**src/rtl/mem_wb_stage.sv**
```systemverilog
// -----------------------------------------------------------------------------
// mem_wb_stage
//
// MEM/WB pipeline register and writeback stage of the 5-stage LC-3b pipeline.
// Captures the memory stage latch outputs when the memory stage completes,
// selects the writeback value, drives the register file write port, updates
// the architectural NZP register and exposes the same write as a forwarding
// source. A retired-instruction counter is kept for performance debug.
//
// Ports:
//   clk, rst_n          pipeline clock / async active-low reset
//   load_wb             memory stage done this cycle: capture stage inputs
//   valid_in            memory stage holds a real instruction
//   address_in          effective address (bit 0 selects byte lane)
//   data_in             dcache read data
//   result_in           ALU / address result
//   new_pc_in           PC+2 / link value
//   dr_in               destination register
//   wb_sel_in           00 result, 01 load word, 10 load byte, 11 link PC
//   load_regfile_in     instruction writes the register file
//   load_cc_in          instruction sets condition codes
//   regfile_we/dest/data register file write port
//   cc                  architectural NZP register
//   fwd_valid/dr/data   forwarding source (mirror of the write port)
//   retired_count       wrapping count of valid instructions retired
// -----------------------------------------------------------------------------
module mem_wb_stage #(
  parameter int         CNT_W    = 16,
  parameter logic [2:0] CC_RESET = 3'b010
) (
  input  logic             clk,
  input  logic             rst_n,
  input  logic             load_wb,
  input  logic             valid_in,
  input  logic [15:0]      address_in,
  input  logic [15:0]      data_in,
  input  logic [15:0]      result_in,
  input  logic [15:0]      new_pc_in,
  input  logic [2:0]       dr_in,
  input  logic [1:0]       wb_sel_in,
  input  logic             load_regfile_in,
  input  logic             load_cc_in,
  output logic             regfile_we,
  output logic [2:0]       regfile_dest,
  output logic [15:0]      regfile_data,
  output logic [2:0]       cc,
  output logic             fwd_valid,
  output logic [2:0]       fwd_dr,
  output logic [15:0]      fwd_data,
  output logic [CNT_W-1:0] retired_count
);

  typedef enum logic [1:0] {
    WB_RESULT    = 2'b00,
    WB_LOAD_WORD = 2'b01,
    WB_LOAD_BYTE = 2'b10,
    WB_LINK_PC   = 2'b11
  } wb_sel_e;

  // Stage registers
  logic [15:0] addr_q;
  logic [15:0] data_q;
  logic [15:0] result_q;
  logic [15:0] pc_q;
  logic [2:0]  dr_q;
  wb_sel_e     sel_q;
  logic        ldreg_q;
  logic        ldcc_q;
  logic        valid_q;

  logic [15:0] wb_data;
  logic [7:0]  ld_byte;
  logic [2:0]  cc_next;

  // NOTE: sequential state uses non-blocking assignments so every register
  // samples pre-edge values; blocking here would create order-dependent races.
  // NOTE: data registers are reset too (not only valid_q) so no output is ever
  // X, even the write data/dest seen while regfile_we is low.
  always_ff @(posedge clk or negedge rst_n) begin
    if (!rst_n) begin
      addr_q   <= '0;
      data_q   <= '0;
      result_q <= '0;
      pc_q     <= '0;
      dr_q     <= '0;
      sel_q    <= WB_RESULT;
      ldreg_q  <= 1'b0;
      ldcc_q   <= 1'b0;
      valid_q  <= 1'b0;
    end else if (load_wb) begin
      addr_q   <= address_in;
      data_q   <= data_in;
      result_q <= result_in;
      pc_q     <= new_pc_in;
      dr_q     <= dr_in;
      sel_q    <= wb_sel_e'(wb_sel_in);
      ldreg_q  <= load_regfile_in;
      ldcc_q   <= load_cc_in;
      valid_q  <= valid_in;
    end else begin
      // Memory stalled: insert a bubble so the held instruction cannot
      // retire a second time. Data registers simply hold.
      valid_q  <= 1'b0;
    end
  end

  // Byte lane picked by the low address bit, then sign-extended.
  assign ld_byte = addr_q[0] ? data_q[15:8] : data_q[7:0];

  // NOTE: every path of the case assigns wb_data, and a default is assigned
  // first anyway, so no latch can be inferred.
  always_comb begin
    wb_data = result_q;
    unique case (sel_q)
      WB_RESULT:    wb_data = result_q;
      WB_LOAD_WORD: wb_data = data_q;
      WB_LOAD_BYTE: wb_data = {{8{ld_byte[7]}}, ld_byte};
      WB_LINK_PC:   wb_data = pc_q;
    endcase
  end

  // NZP from the writeback value: exactly one bit is ever set.
  always_comb begin
    cc_next    = 3'b000;
    cc_next[2] = wb_data[15];
    cc_next[1] = (wb_data == 16'h0000);
    cc_next[0] = !wb_data[15] && (wb_data != 16'h0000);
  end

  always_ff @(posedge clk or negedge rst_n) begin
    if (!rst_n) begin
      cc <= CC_RESET;
    end else if (valid_q && ldcc_q) begin
      cc <= cc_next;
    end
  end

  // Stores and branches (ldreg_q=0) still count as retired.
  always_ff @(posedge clk or negedge rst_n) begin
    if (!rst_n) begin
      retired_count <= '0;
    end else if (valid_q) begin
      retired_count <= retired_count + CNT_W'(1);
    end
  end

  // Write enable is combinational from valid_q, so it drops the moment reset
  // clears valid_q rather than at the next clock.
  assign regfile_we   = valid_q & ldreg_q;
  assign regfile_dest = dr_q;
  assign regfile_data = wb_data;

  assign fwd_valid = regfile_we;
  assign fwd_dr    = regfile_dest;
  assign fwd_data  = regfile_data;

endmodule

```
**config.mk**
```make
export PLATFORM = sky130hd
export DESIGN_NAME = mem_wb_stage
export DESIGN_NICKNAME = d
export VERILOG_FILES = /design/src/rtl/mem_wb_stage.sv
export SDC_FILE = /design/constraint.sdc
export NUM_CORES = 1
export LEC_CHECK = 0
export CAP_MARGIN = 30
export CORE_ASPECT_RATIO = 1.1
export CORE_MARGIN = 4
export CORE_UTILIZATION = 41
export DETAILED_ROUTE_END_ITERATION = 8
export PLACE_DENSITY = 0.84
export SYNTH_ARGS = -nofsm -noshare
export SYNTH_HDL_FRONTEND = slang
export SYNTH_SLANG_ARGS = --single-unit
```
**constraint.sdc**
```tcl
create_clock -name clk -period 1.8 [get_ports clk]
set_input_delay 0.36 -clock clk [delete_from_list [all_inputs] [get_ports clk]]
set_output_delay 0.36 -clock clk [all_outputs]
set_load 0.1 [all_outputs]
```
== Word level (Yosys, flattened, before mapping) ==
Cells that the tools add are included.
Word-level totals
  register bits: 76
  bits in latches: 0
  RAM bits: 0
  ROM bits: 0
  input bits: 75
  output and inout bits: 59
  word-level logic and storage cells: 25
  memories: 0
Operators by class
  $add $sub $neg: 1
  multiply operators: 0
  divide/modulo/power cells: 0
  magnitude comparators: 0
  equality and inequality tests: 3
  shifts and indexed selects: 0
  multiplexer cells: 3
  bitwise logic cells: 1
  reduce and logical (&&, ||, !) cells: 6
Operators with widths (count)
  16-bit one-hot mux with 4 select lines: 1
  16-bit by 1-bit adder with 16-bit output, second input constant: 1
  16-bit logical NOT: 1
  16-bit nonzero test: 1
  8-bit two-way mux: 1
  2-bit == test, second input constant: 2
  2-bit by 1-bit == test with 1-bit output, second input constant: 1
  1-bit logical AND: 2
  2-bit logical NOT: 1
  1-bit AND: 1
  1-bit logical NOT: 1
  1-bit two-way mux: 1

== Logic depth before layout (Yosys ltp) ==
Gate-level depths: netlist of run 1.
  depth after elaboration: 4
  gate-level depth with buffers: 7
  depth with buffers taken out: 5

== Worst setup path after synthesis of run 1 ==
Ideal clock, no wire load.
  kind: flip-flop to output port
  start point: register sel_q[1]
  end point: output port regfile_data[0]
  arrival time: 3.964 ns
  data required time: 1.440 ns
  setup slack: -2.524 ns
  stages on the path, launching flop included: 7
  cells stage by stage: dfrtp_1 > clkbuf_8 > buf_2 > buf_1 > mux2i_1 > o21ai_0 > buf_4
Between the ends
  longest elaborated chain between the ends: 2
  elaborated cells between the ends (all ways): 5
  those cells by class: eq/ne (3); mux (1); reduce/logical (1)
RTL lines
  start, declared: RTL line 66  | wb_sel_e sel_q;
  start signal, assigned: RTL line 96  | sel_q <= wb_sel_e'(wb_sel_in);
  2-bit == test (tied with other cells): RTL line 114  | unique case (sel_q)
  16-bit one-hot mux with 4 select lines *: RTL line 114
  end, declared: RTL line 45  | output logic [15:0] regfile_data,
Every way passes the cells marked *; elsewhere a longest branch is shown, timed or not.

== Final worst setup path of run 1 ==
  start point: register addr_q[0]
  end point: output port fwd_data[15]
Between the ends
  longest elaborated chain between the ends: 2
RTL lines
  start, declared: RTL line 61  | logic [15:0] addr_q;
  start signal, assigned: RTL line 91  | addr_q <= address_in;
  8-bit two-way mux: RTL line 108  | assign ld_byte = addr_q[0] ? data_q[15:8] : data_q[7:0];
  16-bit one-hot mux with 4 select lines: RTL line 114
  end, declared: RTL line 49  | output logic [15:0] fwd_data,
Every way passes these cells.

==> flow_summary.json, run 1 <==
{
  "synth_fp_nets": 366,
  "worstSkewPairLatency_ns": 0.36,
  "place_inst": 524,
  "postRouteAntennaNets": 0,
  "pwr-share-clk": 0.193,
  "violations": "negative setup slack",
  "worst_r2r_endpoint": "cc[1]",
  "drt_wl_total_um": 12330,
  "multi_input_area_um2": 1798,
  "die_w_um": 99.26,
  "nets": 520,
  "fin_cells": 563,
  "ir_drop_uv": 845.2,
  "synthArstFlopShare": 1.000,
  "reg2reg_depth": 10,
  "critPathCapture": "fwd_data[15]",
  "vias_per_cell": 5.503,
  "synthFlopType": "dfrtp_1",
  "yosysSeqAreaShare": 0.5067,
  "cp-end-kind": "output pin",
  "synth-warning-count": 0,
  "drcViolationCount": 0,
  "status": "finished, violations left",
  "dpl.hpwl_um": 7791,
  "routedWlPerCell_um": 21.90,
  "grt_use_total": 0.2183,
  "area_delta_synth_final_pct": 71.05,
  "yosys.area.top_type_share": 0.4997,
  "worstHoldPathType": "primary input to async pin",
  "slew_viol_final": 0,
  "diodes": 0,
  "clock_sinks": 76,
  "p_per_area_nw_per_um2": 1224,
  "place_congestion": 0.8484,
  "first_global_vias": 3297,
  "fmax_mhz": 425.6,
  "p_leak_nw": 2.749,
  "die-area_um2": 10760,
  "combPwrFrac": 0.527,
  "cts-root-buf": "clkbuf_8",
  "yosys-top-cells-area": "dfrtp_1, mux2_2, mux4_2",
  "fin_crit_ns": 2.349,
  "register_area_um2": 1927,
  "worst-path-max-fanout": 7,
  "cts.reportedPaths.clkPinSlew_ns": 0.08,
  "cts_buffer_depth": 2,
  "avgSynthCellArea_um2": 12.95,
  "gr-total-overflow": 0,
  "regToRegSetupSlack_ns": -0.50,
  "cts_tree": "built",
  "synth-edff-count": 0,
  "die_h_um": 108.4,
  "grt_start_max_net_pins": 59,
  "critical_path.startpoint": "addr_q[0]",
  "yosys-top-cells-count": "dfrtp_1, mux2_2, buf_4",
  "setup_viol": 35,
  "whs_ns": 0.4653,
  "first_pass_iters": 4,
  "skew_ns": 0.01129,
  "antenna_found_initial": 0,
  "worstPathRequired_ns": 1.44,
  "finish.utilization": 0.7204,
  "yosysMostFrequentCell": "dfrtp_1",
  "synth_seq_cells": 76,
  "io_buffers": 118,
  "setup.worst_path.class": "flip-flop to output pin",
  "core.rowCount": 36,
  "initial_core_util": 0.4212,
  "drv_cap": 0,
  "synth.cell_area_um2": 3756,
  "worstReg2RegStart": "addr_q[0]",
  "dr_total_vias": 3098,
  "arrival_ns": 1.99,
  "ioPinCount": 134,
  "fin_ws_ns": -0.5494,
  "total_power_w": 0.007866,
  "synth.distinct_cells": 39,
  "hold_violations": 0,
  "dr.first_iter.drc_count": 201,
  "core-area_um2": 8919,
  "seq_power_share": 0.281,
  "synthCells": 290,
  "numCtsBuffers": 9,
  "drive_above_1_share": 0.5434,
  "grt_pass1_wl_um": 18080,
  "htreeDepth": 3,
  "slew_headroom": 0.7318,
  "fillers": 515,
  "fin_crit_sh": 1.305,
  "switching_power_w": 0.003435,
  "grt_setup_unrepaired": "true",
  "yosysTopAreaCell": "dfrtp_1",
  "worstMarginPinSlew_ns": 0.4023,
  "critPathLaunchType": "flip-flop",
  "swShare": 0.4367,
  "internal_power_w": 0.004431
}
power groups by stage:
stage | combinational, W | clock [W] | sequential, W
2_1_floorplan | 0.00212 | 0 | 0.00270
3_3_place_gp | 0.00383 | 0 | 0.00219
3_5_place_dp | 0.00387 | 0 | 0.00221
4_1_cts | 0.00402 | 0.00152 | 0.00218
5_1_grt | 0.00424 | 0.00162 | 0.00224
6_report | 0.00414 | 0.00152 | 0.00221
critical path, cell delays in order (launching register included):
cell     delay, ns
dfrtp_2       0.48
mux2_4        0.36
mux4_2        0.58
buf_12        0.21
final cells by class:
type / count / share of cell area
Inverter: 2 / 0.001168
Sequential cell: 76 / 0.2999
Multi-Input combinational cell: 176 / 0.2798
Tap cell: 114 / 0.02220
Clock buffer: 11 / 0.02356
Clock inverter: 5 / 0.01305
Timing Repair Buffer: 179 / 0.3603
cells by family after synthesis:
family,share of synthesized area
muxes,0.2665
xor gates and xnor gates,0.03498
and+or+nand+nor,0.07262
adders and majority gates,0.003331
buffers and inverters,0.06962
DFF,0.5067
AOI/OAI and AO/OA,0.04631
how the worst min path moves through the flow:
stage / startpoint / to / slack (ns) / cells after the start
floorplan: rst_n / addr_q[0] / 0.06 / 0
global placement: rst_n / ldreg_q / 0.30 / 1
detailed placement: rst_n / ldreg_q / 0.31 / 1
CTS: rst_n / ldreg_q / 0.47 / 2
global route: rst_n / data_q[7] / 0.48 / 2
finish: rst_n / ldreg_q / 0.47 / 2
layer usage:
layer	wire, um	vias up	global-route usage
li1	-	1349	-
met1	4509	1548	0.2621
met2	6402	158	0.3628
met3	921	43	0.05032
met4	497	0	0.1200
met5	0	-	0
repair_timing:
action / in CTS / in global routing
gates resized for setup: 24 / 13
pin swaps: 9 / 5
buffers inserted: 11 / 10
setup endpoints to repair: 34 / 34
endpoints found under the hold margin: 26 / 0
cloned: 1 / 0
hold buffers: 1 / 0
metrics by stage:
stage	area (um2)	setup WS [ns]	setup TNS (ns)
detailed placement	5841	-0.3173	-6.923
global route	6425	-0.5950	-18.27
floorplan	4078	-0.4645	-8.535
finish	6425	-0.5494	-16.80
CTS	6286	-0.5432	-15.73
global placement	5841	-0.2824	-5.260
state kept, by name, summed over array words and instances (netlist names):
register	count
addr_q	1
cc	3
data_q	16
fwd_dr	3
ldcc_q	1
ldreg_q	1
pc_q	16
result_q	16
retired_count	16
sel_q	2
valid_q	1
cell usage in the layout (no fill, tap or decap), types with 5 or more instances in the layout:
master,count
nor4_1,5
nand3_1,6
buf_12,61
and3_1,5
buf_6,10
nor2_1,7
clkdlybuf4s50_1,57
mux4_2,8
dfrtp_1,64
dfrtp_2,7
buf_4,47
xnor2_1,11
clkbuf_8,11
nand2_1,9
mux2i_1,9
mux2_2,57
Power figures use the tool's default switching activity.
==> run 2: changes to the inputs <==
HOLD_SLACK_MARGIN = 0.08   (was unset)
==> results of run 2 <==
No change in the layout: final DEF, timing and power equal those of run 1.
==> run 3: changes to the inputs <==
CAP_MARGIN = 15   (was 30)
==> results of run 3 <==
No change in the layout: final DEF, timing and power equal those of run 1.
